==> src/rtl/bit_serializer.sv <==
// Parallel-to-serial converter: one word per handshake, shifted out one bit per
// cycle, followed by an optional run of idle (zero) cycles before the next word.
module bit_serializer #(
  parameter int WIDTH     = 8,
  parameter int GAP       = 1,
  parameter bit MSB_FIRST = 1'b1
) (
  input  logic             clk,
  input  logic             rstn,
  input  logic [WIDTH-1:0] din,
  input  logic             din_valid,
  output logic             din_ready,
  output logic             sout,
  output logic             sout_valid,
  output logic             busy,
  output logic             done,
  output logic [1:0]       dbg_state
);

  localparam int CNT_W = $clog2(WIDTH);
  localparam logic [CNT_W-1:0] LAST_CNT = CNT_W'(WIDTH - 1);
  localparam logic [CNT_W-1:0] PEN_CNT  = CNT_W'(WIDTH - 2);
  localparam logic [3:0]       GAP_LOAD = (GAP > 0) ? 4'(GAP - 1) : 4'd0;

  typedef enum logic [1:0] {
    ST_IDLE  = 2'd0,
    ST_SHIFT = 2'd1,
    ST_GAP   = 2'd2
  } state_t;

  state_t           state;
  logic [WIDTH-1:0] sreg;
  logic [CNT_W-1:0] bit_cnt;
  logic [3:0]       gap_cnt;

  logic             last_bit;
  logic             xfer;
  logic             first_bit;
  logic             next_bit;
  logic [WIDTH-1:0] din_rest;
  logic [WIDTH-1:0] sreg_rest;

  // Handshake: a word moves on a rising edge where din_valid and din_ready are
  // both high; din_ready never depends on din_valid, and din is don't-care
  // while din_ready is low.
  always_comb begin
    last_bit  = (state == ST_SHIFT) && (bit_cnt == LAST_CNT);
    din_ready = (state == ST_IDLE) || (last_bit && (GAP == 0));
    xfer      = din_valid && din_ready;
    first_bit = MSB_FIRST ? din[WIDTH-1] : din[0];
    next_bit  = MSB_FIRST ? sreg[WIDTH-1] : sreg[0];
    din_rest  = MSB_FIRST ? (din << 1) : (din >> 1);
    sreg_rest = MSB_FIRST ? (sreg << 1) : (sreg >> 1);
  end

  assign busy      = (state != ST_IDLE);
  assign dbg_state = state;

  // The first bit goes straight to sout on the load edge, so sreg only holds
  // the bits still to come.
  always_ff @(posedge clk or negedge rstn) begin
    if (!rstn) begin
      state      <= ST_IDLE;
      sreg       <= '0;
      bit_cnt    <= '0;
      gap_cnt    <= '0;
      sout       <= 1'b0;
      sout_valid <= 1'b0;
      done       <= 1'b0;
    end else if (xfer) begin
      state      <= ST_SHIFT;
      sreg       <= din_rest;
      bit_cnt    <= '0;
      gap_cnt    <= '0;
      sout       <= first_bit;
      sout_valid <= 1'b1;
      done       <= 1'b0;
    end else begin
      case (state)
        ST_IDLE: begin
          sout       <= 1'b0;
          sout_valid <= 1'b0;
          done       <= 1'b0;
        end
        ST_SHIFT: begin
          if (last_bit) begin
            state      <= (GAP > 0) ? ST_GAP : ST_IDLE;
            gap_cnt    <= GAP_LOAD;
            sreg       <= '0;
            bit_cnt    <= '0;
            sout       <= 1'b0;
            sout_valid <= 1'b0;
            done       <= 1'b0;
          end else begin
            sreg    <= sreg_rest;
            bit_cnt <= bit_cnt + 1'b1;
            sout    <= next_bit;
            done    <= (bit_cnt == PEN_CNT);
          end
        end
        ST_GAP: begin
          sout       <= 1'b0;
          sout_valid <= 1'b0;
          done       <= 1'b0;
          if (gap_cnt == 4'd0) begin
            state <= ST_IDLE;
          end else begin
            gap_cnt <= gap_cnt - 4'd1;
          end
        end
        default: begin
          state      <= ST_IDLE;
          sout       <= 1'b0;
          sout_valid <= 1'b0;
          done       <= 1'b0;
        end
      endcase
    end
  end

endmodule

==> config.mk <==
export PLATFORM = sky130hd
export DESIGN_NAME = bit_serializer
export DESIGN_NICKNAME = d
export VERILOG_FILES = /design/src/rtl/bit_serializer.sv
export SDC_FILE = /design/constraint.sdc
export NUM_CORES = 1
export LEC_CHECK = 0
export CAP_MARGIN = 10
export CORE_UTILIZATION = 30
export CTS_BUF_LIST = sky130_fd_sc_hd__clkbuf_16
export DETAILED_ROUTE_END_ITERATION = 7
export GPL_ROUTABILITY_DRIVEN = 0
export MAX_ROUTING_LAYER = met4
export PLACE_DENSITY = 0.55
export SLEW_MARGIN = 20
export SYNTH_ARGS = -nofsm -noshare
export SYNTH_HDL_FRONTEND = slang
export SYNTH_SLANG_ARGS = --single-unit
==> constraint.sdc <==
create_clock -name clk -period 1.9 [get_ports clk]
set_input_delay 0.19 -clock clk [delete_from_list [all_inputs] [get_ports clk]]
set_output_delay 0.19 -clock clk [all_outputs]
set_load 0.005 [all_outputs]
# After elaboration in Yosys (flattened, before gate mapping)
# Cells that the tools add are included.
[classes] n_addsub=2 n_eq_ne=8 mux=23 n_reduce_logical=9
[ops] cell="8-bit two-way mux" n=3
[ops] cell="4-bit two-way mux" n=3
[ops] cell="1-bit two-way mux" n=9
[ops] cell="3-bit two-way mux" n=3
[ops] cell="3-bit != test, second input constant" n=3
[ops] cell="4-bit case mux with 2 select lines" n=1
[ops] cell="3-bit equality test, second input constant" n=2
[ops] cell="2-bit two-way mux" n=3
[ops] cell="2-bit case mux with 3 select lines" n=1
[ops] cell="3-bit AND reduction" n=2
[ops] cell="4-bit zero test" n=1
[ops] cell="2-bit nonzero test" n=2
[ops] cell="4-bit by 1-bit subtractor with 4-bit output, second input constant" n=1
[ops] cell="3-bit by 1-bit adder with 3-bit output, second input constant" n=1
[ops] cell="3-bit nonzero test" n=1
[ops] cell="2-bit by 1-bit equality test with 1-bit output, second input constant" n=1
[ops] cell="2-bit equality test, second input constant" n=1
[ops] cell="1-bit logical AND" n=2
[ops] cell="2-bit zero test" n=1
[ops] cell="2-bit by 1-bit != test with 1-bit output, second input constant" n=1
[totals] reg_bits=20 input_bits=11 output_inout_bits=7 wordCells=49

# Longest topological paths before layout
# Gate-level depths: netlist (run 1).
[depth] word_depth=5 mapped_depth=6

# Least setup slack after synthesis (run 1)
# Ideal clock, no wire load.
[synth_path] kind="register to register" startpoint="register bit_cnt[0]" endpoint="register bit_cnt[0]" setup_ps=77 arrival_time_ps=1402 path_slack_ps=421 path_stages_with_launch=6 n_path_buf=1 synth_period_minus_slack_ps=1479 path_cell_list="dfrtp_1 > ha_1 > ha_1 > clkbuf_1 > or3_1 > a21oi_1"
[synth_via] elab_chain_len=5 word_cells_on_any_way=6
[synth_rtl] item="from (decl)" line="33" source="logic [CNT_W-1:0] bit_cnt;"
[synth_rtl] item="from (signal assigned)" line="96" source="bit_cnt <= bit_cnt + 1'b1;"
[synth_rtl] item="branches (longest 2 deep; another with 3-bit by 1-bit adder with 3-bit output)"
[synth_rtl] item="3-bit two-way mux (*)" line="86" source="if (last_bit) begin"
[synth_rtl] item="3-bit two-way mux (*)" line="79" source="case (state)"
[synth_rtl] item="3-bit two-way mux (*)" line="70" source="end else if (xfer) begin"
# Every way passes the cells marked *. The select of a mux whose other input is x is not followed.
# A chain may end at the register's enable or synchronous reset.

# Final worst setup path (run 1)
[layout_path] startpoint="register state[0] (netlist: dbg_state[0])" endpoint="output port din_ready"
[layout_via] elab_chain_len=1
[layout_rtl] item="from (decl)" line="31" source="state_t state;"
[layout_rtl] item="from (signal assigned)" line="87" source="state <= (GAP > 0) ? ST_GAP : ST_IDLE;"
[layout_rtl] item="2-bit zero test" line="48" source="din_ready = (state == ST_IDLE) || (last_bit && (GAP == 0));"
[layout_rtl] item="to (decl)" line="12" source="output logic din_ready,"
# No other way between the ends.

==> run metrics, run 1 <==
outcome=finished, final reports clean; maxcap violations=0; worst hold margin=approximately 280 ps; relative slew slack=0.7359; final setup fails=0; core area=a little over 3000 um2; crit start category=register; PortBufs=17; M2 GR Usage=0.1846; CTS Buf Count=3; final core occ=0.4159; max-slew violations=0; Post-synth top cells=dfrtp_1, a21oi_1, nor2_1; clk slew on worst S/H paths=roughly 50 ps; Cell Pwr Density=roughly 1300 nW/um2; CP startpoint=dbg_state[0]; Vias/cell=around 4.7; met1 Resource Use GR=0.1537; root buffer cell=clkbuf_16; R2R cell count=5; RSZ-0062 raised after global routing=no; HPWL Detailed=1311 um; Post-synth ARST share=1.000; clock latency at the later pin of the worst-skew pair=250 ps; Syn Std Cell Area=988.4 um2; count of standard-cell rows=20; final worst setup slack=239.9 ps; final net count=~130; post_cts resized=0; Mapped Nets=111; n_diodes=0; leakage power=0.5688 nW; drt pass-1 iters=4; WP data arrival=around 1500 ps; drt initial violations=18; global-route wire length before repair=3118 um; Post-DRT Antenna Nets=0; DP Worst Slack=312.4 ps; final total power=about 1.7 mW; maximum vdd ir drop=0.5548 mV; top cell type by total area after synthesis=dfrtp_1; Hold Buf Count CTS=0; layout cells sized above 1=0.1140; drc violations=0; #FFs+latches synth=19; I/O pin cnt=18; Initial Utilization=0.3211; worst-path fanout max=11; Reg-to-Reg Start=bit_cnt[0]; Avg Inst Size Synth=~10 um2; ys flop type=dfrtp_1; Max Buffers Root-to-Sink=2; Post-CTS Setup Bufs=0; DR WL/cell=11.28 um; f_max=0.6024 GHz; vias in the first global route=roughly 710; Crit Path Category=register to output port; final period utilization=0.8737; Yosys Warn Count=0; GR Util All Layers=0.1251; CP required=1710 ps; Final Hold Viols=0; chip width=between 50 and 60 um; Least-Margin Pin Slew=395.3 ps; clock tree sinks=19; antenna violations before repair=0; total number of vias=750; post-synth top area share=0.4810; Seq/Total Area, Yosys=0.4810; most common cell in the netlist=dfrtp_1; crit path time final=1660 ps; grt ovf=0; area grow syn2layout=29.49%; Post-synth EDFFs=0; gr busiest metal=met2; TritonCTS clock tree=yes; Min-Delay Path Class=primary input to asynchronous set/reset pin; setup TNS=0 ps; largest net degree at the start of global routing=20; CTS H-tree lvls=1; synthesized instance count=95; die area=3528 um2; top post-synthesis cells by area=dfrtp_1, a21oi_1, ha_1; critical path endpoint category=output port; Total Wirelength=1783 um; die height=59.40 um; Final Skew=1.555 ps; count of cell types in the netlist=31; met3 GRT Util=0.02620
-- metal layers --
layer,part of all wire,wire [um]
met5,0,0
met2,0.45,799
met4,0.025,44
met3,0.041,73
met1,0.49,866
-- logic make-up after synthesis --
family,synth area share
multiplexers,0.01013
flip-flops,0.4810
buffers and inverters,0.07089
AO/OA/AOI/OAI,0.1392
AND/OR/NAND/NOR,0.2355
adder cells (fa/ha/maj),0.06329
-- stage by stage --
stage | cells | instance area [um2]
6_report | 158 | 1280
5_1_grt | 158 | 1280
4_1_cts | 158 | 1280
3_5_place_dp | 154 | 1200
3_3_place_gp | 154 | 1200
2_1_floorplan | 95 | 988.4
-- cell usage in the layout, fill, tap and decap left out, drive strengths merged --
master and count:
dfrtp 19, clkdlybuf4s50 17, a21oi 13, nor2 8, inv 7, nor4bb 6, ha 5, buf 4
o21ai 4, nand2b 4, nand3 3, clkbuf 3, or2 2, nand2 2, or4b 2, o221ai 2
and3 1, and2 1, a22o 1, nor3b 1, nand3b 1, or3b 1, o211ai 1, o22ai 1
mux2i 1, or3 1, a21o 1, nor3 1, clkinv 1
-- state kept, by name (all words and copies together) (netlist names) --
register    cells
bit_cnt         3
sreg            7
dbg_state       2
sout_valid      1
sout            1
done            1
gap_cnt         4
-- power breakdown --
group / internal, mW / switching, mW
clock network: 0.282 / 0.147
registers: 0.545 / 0.0729
logic: 0.360 / 0.309
total: 1.19 / 0.529
-- layout make-up --
type,instances,area (um2)
Multi-Input combinational cell,63,442.9
Inverter,7,26.28
Timing Repair Buffer,21,200.2
Clock buffer,3,75.07
Tap cell,44,55.05
Sequential cell,19,475.5
Clock inverter,1,5.005
Fill cell,310,1798
-- worst max-delay path, stage by stage (launching register included) --
cell             delay [ps]
dfrtp_1                 370
buf_4                   170
nor2_1                  160
clkdlybuf4s50_1         520
-- worst paths after layout --
kind / end / slack [ps]
max: din_ready / 240
min: sout / 280
max reg2reg: sreg[6] / 330
min reg2reg: sout_valid / 480
max in group asynchronous: sreg[6] / 1420
min in group clk: sreg[1] / 480
Note: power is estimated with default switching activity, not from simulation.
==> run 2, diff against run 1 <==
==> constraint.sdc (replaced) <==
create_clock -name clk -period 1.9 [get_ports clk]
set_input_delay 0.19 -clock clk [delete_from_list [all_inputs] [get_ports clk]]
set_output_delay 0.19 -clock clk [all_outputs]
set_load 0.1 [all_outputs]
==> run 2 against run 1 <==
Net effect:
- setup slack improved by 57 ps
- clock power about the same
- critical path depth increased by 1
- clock skew decreased by 0.64 ps
- sequential power about the same
- non-clock buffer count unchanged
- die area unchanged
- critical endpoint is now busy
==> run metrics, run 2 (synthesized netlist as in run 1, its figures left out) <==
outcome=finished, final reports clean (unchanged); Total Wirelength=1924 um (was 1783 um); Flop pwr share=0.286 (was 0.360); PortBufs=17 (unchanged); largest register by flop count=sreg (unchanged); drt pass-1 iters=2 (was 4); commonest non-fill, non-tap cell in the layout=dfrtp_1 (unchanged); Vias/cell=4.747 (unchanged); TritonCTS clock tree=yes (unchanged); CTS Buf Count=3 (unchanged); clock tree sinks=19 (unchanged); maxcap violations=0 (unchanged); post_cts resized=0 (unchanged); final total power=2.166 mW (was 1.716 mW); leakage power=0.5788 nW (was 0.5688 nW); worst hold margin=272.3 ps (was 278.8 ps); max FFs per register=7 (unchanged); Psw=0.9672 mW (was 0.5294 mW); CP dominant cell by count=buf_4; most frequent cells in the layout=dfrtp_1, a21oi_1, clkdlybuf4s50_1, buf_4 (was dfrtp_1, clkdlybuf4s50_1, a21oi_1); crit start category=register (unchanged); relative slew slack=0.7275 (was 0.7359); final setup fails=0 (unchanged); Crit Path Category=register to output port (unchanged); die area=3528 um2 (unchanged); I/O pin cnt=18 (unchanged); total number of vias=750 (unchanged); Final Hold Viols=0 (unchanged); Pint=1.199 mW (was 1.187 mW); Hold Buf Count CTS=0 (unchanged); final net count=131 (unchanged); Logic pwr share=0.516 (was 0.390); clock latency at the later pin of the worst-skew pair=250 ps (about the same); Cell Pwr Density=1679 nW/um2 (was 1341 nW/um2); largest net degree at the start of global routing=20 (unchanged); Post-CTS Setup Bufs=0 (unchanged); Top Registers=sreg (7), gap_cnt (4), bit_cnt (3) (unchanged); area grow syn2layout=30.51% (was 29.49%); critical path endpoint category=output port (unchanged); Clock Power Share=0.198 (was 0.250); GR Util All Layers=0.1328 (was 0.1251); Final Skew=0.9109 ps (was 1.555 ps); antenna violations before repair=0 (unchanged); Max Buffers Root-to-Sink=2 (unchanged); core area=3078 um2 (unchanged); drc violations=0 (unchanged); HPWL Detailed=1328 um (was 1311 um); die height=59.40 um (unchanged); grt ovf=0 (unchanged); DR WL/cell=12.18 um (was 11.28 um); RSZ-0062 raised after global routing=no (unchanged); f_max=0.6238 GHz (was 0.6024 GHz); Initial Utilization=0.3211 (unchanged); drt initial violations=3 (was 18); Min-Delay Path Class=primary input to asynchronous set/reset pin (unchanged); Least-Margin Pin Slew=407.9 ps (was 395.3 ps); n_diodes=0 (unchanged); CP Cell Sequence=buf_4 > nor2_4 > clkinvlp_4 > buf_4 (was buf_4 > nor2_1 > clkdlybuf4s50_1); CP max stage delay=470 ps (was 520 ps); vias in the first global route=732 (was 708); count of standard-cell rows=20 (unchanged); final period utilization=0.8437 (was 0.8737); layout cells sized above 1=0.2018 (was 0.1140); root buffer cell=clkbuf_16 (unchanged); max-slew violations=0 (unchanged); crit path time final=1603 ps (was 1660 ps); Post-DRT Antenna Nets=0 (unchanged); WP data arrival=1410 ps (was 1470 ps); chip width=59.40 um (unchanged); CTS H-tree lvls=1 (unchanged); sw frac=0.4465 (was 0.3085); maximum vdd ir drop=0.7753 mV (was 0.5548 mV); reg2reg setup slack=300 ps (was 330 ps); clk slew on worst S/H paths=50 ps (about the same); global-route wire length before repair=3318 um (was 3118 um); worst-path fanout max=11 (unchanged); slowest cell on the critical path=dfrtp_4 (was clkdlybuf4s50_1); CP required=1710 ps (about the same)
[run 2: cell type report]
cell class	count	area, um2
Multi-Input combinational cell	63	450.4
Clock inverter	1	3.754
Inverter	7	30.03
Clock buffer	3	75.07
Tap cell	44	55.05
Fill cell	308	1788
Sequential cell	19	480.5
Timing Repair Buffer	21	195.2
[run 2: power groups by stage]
stage	clock network [mW]	registers [mW]	logic [mW]
6_report	0.428	0.619	1.12
5_1_grt	0.451	0.637	1.20
4_1_cts	0.441	0.620	1.13
3_5_place_dp	0	0.627	1.13
3_3_place_gp	0	0.623	1.11
2_1_floorplan	0	0.882	0.637
[run 2: critical path: cells and delay by family, from the launching register on]
family	cells	cell delay [ps]
AND/OR/NAND/NOR	1	180
buffers and inverters	3	510
flip-flops	1	470
[run 2: per-stage QoR]
stage	cell area (um2)	setup TNS [ps]	setup slack (ps)	util	cells
after detailed placement	1211	0	270.2	0.3935	154
after floorplan	1011	-312.2	-312.2	-	95
after CTS	1290	0	285.3	0.4191	158
final	1290	0	296.9	0.4191	158
after global routing	1290	0	163.1	0.4191	158
after global placement	1211	0	312.7	0.3935	154
[run 2: routing by layer]
metal  up-vias  track usage  routed length (um)
met5         -            -                   0
met4         0      0.03061                  19
met3         2      0.05677                  87
met2        13       0.2183                 938
met1       361       0.1485                 879
li1        374            -                   -
[run 2: path summary, 6_finish.rpt]
kind / from / to / cells past startpoint
worst max-delay path: dbg_state[1] / busy / 4
worst min-delay path: rstn / gap_cnt[1] / 2
worst max register to register: bit_cnt[0] / gap_cnt[3] / 5
worst min register to register: sout_valid / sout_valid / 1
max in group asynchronous: rstn / dbg_state[1] / 2
min in group clk: din[0] / sreg[1] / 3
==> run 3, diff against run 2 <==
- clock period: 1.9 -> 1.5 ns (I/O delays scaled with it)
==> run 3 against run 2 <==
Net effect:
- the run now ends with negative setup slack left
- via count increased by 2.1%
- combinational power grew 62%
- critical path type is now register to register
- largest power group unchanged
- cell count rose by 4.4%
- largest cell class is now multi-input gates
- first-iteration DRC count increased to 9.7 times the previous value
==> run metrics, run 3 (synthesized netlist as in run 1, its figures left out) <==
maximum vdd ir drop=0.7889 mV (was 0.7753 mV); outcome=finished with violations (was finished, final reports clean); Reg-to-Reg Start=bit_cnt[0] (unchanged); Max Buffers Root-to-Sink=2 (unchanged); chip width=59.40 um (unchanged); n_diodes=0 (unchanged); most frequent cells in the layout=dfrtp_1, a21oi_1, clkdlybuf4s50_1 (was dfrtp_1, a21oi_1, clkdlybuf4s50_1, buf_4); layout cells sized above 1=0.3058 (was 0.2018); Total Wirelength=1943 um (was 1924 um); clk slew on worst S/H paths=50 ps (about the same); Cell Pwr Density=2132 nW/um2 (was 1679 nW/um2); largest net degree at the start of global routing=20 (unchanged); worst-path fanout max=7 (was 11); area grow syn2layout=51.52% (was 30.51%); drc violations=0 (unchanged); Fill cells=280 (was 308); Post-DRT Antenna Nets=0 (unchanged); TritonCTS clock tree=yes (unchanged); Final Skew=2.463 ps (was 0.9109 ps); grt ovf=0 (unchanged); final core occ=0.4866 (was 0.4191); HPWL Detailed=1377 um (was 1328 um); clock latency at the later pin of the worst-skew pair=250 ps (about the same); drt initial violations=29 (was 3); leakage power=0.6526 nW (was 0.5788 nW); final setup fails=1 (was 0); largest register by flop count=sreg (unchanged); critical path endpoint category=register (was output port); die height=59.40 um (unchanged); final net count=138 (was 131); commonest non-fill, non-tap cell in the layout=dfrtp_1 (unchanged); PortBufs=17 (unchanged); GR Util All Layers=0.1220 (was 0.1328); R2R cell count=6 (was 5); Final Hold Viols=0 (unchanged); reg2reg setup slack=-1 ps (was 300 ps); DR WL/cell=11.78 um (was 12.18 um); final worst setup slack=-1.179 ps (was 296.9 ps); total number of vias=766 (was 750); maxcap violations=0 (unchanged); drt pass-1 iters=4 (was 2); final period utilization=1.001; CTS Buf Count=3 (unchanged); Vias/cell=4.642 (was 4.747); WP data arrival=1660 ps (was 1410 ps); Least-Margin Pin Slew=349.2 ps (was 407.9 ps); core area=3078 um2 (unchanged); root buffer cell=clkbuf_16 (unchanged); failing checks=negative setup slack; CP Cell Sequence=ha_2 > ha_4 > buf_6 > nand3b_1 > o211ai_2 > o221ai_1 (was buf_4 > nor2_4 > clkinvlp_4 > buf_4); global-route wire length before repair=3180 um (was 3318 um); crit start category=register (unchanged); slowest cell on the critical path=dfrtp_1 (was dfrtp_4); Min-Delay Path Class=primary input to asynchronous set/reset pin (unchanged); die area=3528 um2 (unchanged); relative slew slack=0.7667 (was 0.7275); antenna violations before repair=0 (unchanged); RR Endpoint=gap_cnt[3] (unchanged); max FFs per register=7 (unchanged); clock tree sinks=19 (unchanged); I/O pin cnt=18 (unchanged); final total power=3.193 mW (was 2.166 mW); Crit Path Category=register to register (was register to output port); f_max=0.6661 GHz; crit path time final=between 1500 and 2000 ps; Initial Utilization=0.3211 (unchanged); Worst Path Buf+Inv=1 (was 3); RSZ-0062 raised after global routing=yes (was no); Worst path top cell family by delay=flip-flops (was buffers and inverters); Top Registers=sreg (7), gap_cnt (4), bit_cnt (3) (unchanged); CP max stage delay=410 ps (was 470 ps); vias in the first global route=692 (was 732); CTS H-tree lvls=1 (unchanged); max-slew violations=0 (unchanged); CP required=1660 ps (was 1710 ps); DP Worst Slack=-50.95 ps (was 270.2 ps); count of standard-cell rows=20 (unchanged)
## run 3: cell count changes in the layout (fill, tap and decap cells not counted), sizes merged
cell / change
buf: +7
## run 3: cell type report
| cell class | instances | area [um2] | area share |
|---|---|---|---|
| multi-input cells | 63 | 511.7 | 0.3417 |
| flip-flops and latches | 19 | 483.0 | 0.3225 |
| repair buffers | 28 | 339.1 | 0.2264 |
| clock buffers | 3 | 75.07 | 0.05013 |
| well taps | 44 | 55.05 | 0.03676 |
| inverters | 7 | 30.03 | 0.02005 |
| clock inverters | 1 | 3.754 | 0.002506 |
## run 3: timing repair
action                                  CTS  global route
endpoints found under the setup margin   11             8
endpoints found under the hold margin     0             0
hold buffers                              0             0
setup buffers                             0             4
resized for setup                         1            12
pin swaps                                 2             4
## run 3: through the flow
step                      instance area [um2]  TNS [ps]  instances  hold WS (ps)
final                                    1498    -1.179        165         235.6
after floorplan                          1020     -1705         95        -145.6
after detailed placement                 1331    -203.9        158         501.3
after CTS                                1405         0        161         247.3
after global placement                   1331    -25.91        158         498.1
after global routing                     1498    -182.4        165         272.1
## run 3: worst max path at each step
stage,endpoint,cells past startpoint,from
after floorplan,busy,3,dbg_state[1]
after global placement,bit_cnt[2],5,din_valid
after detailed placement,sreg[7],5,bit_cnt[0]
after CTS,sreg[7],5,bit_cnt[0]
after global routing,sreg[4],6,bit_cnt[0]
final,gap_cnt[3],6,bit_cnt[0]
## run 3: layer usage
layer,GRT usage,part of all wire,wire (um)
met5,-,0,0
met4,0.04082,0,0
met3,0.02183,0.029,56
met2,0.1701,0.46,891
met1,0.1762,0.51,995
## run 3: worst reg2reg max path, cell delays in order, from the launching register on
cell and delay [ps]:
dfrtp_1 410, ha_2 200, ha_4 200, buf_6 140, nand3b_1 110, o211ai_2 140
o221ai_1 210
## run 3: report_power, final
| part | switching [mW] | leakage (nW) | internal [mW] | total (mW) |
|---|---|---|---|---|
| clock | 0.183 | 0.0423 | 0.354 | 0.537 |
| sequential | 0.146 | 0.241 | 0.702 | 0.848 |
| combinational | 0.993 | 0.369 | 0.814 | 1.81 |
| total | 1.32 | 0.653 | 1.87 | 3.19 |
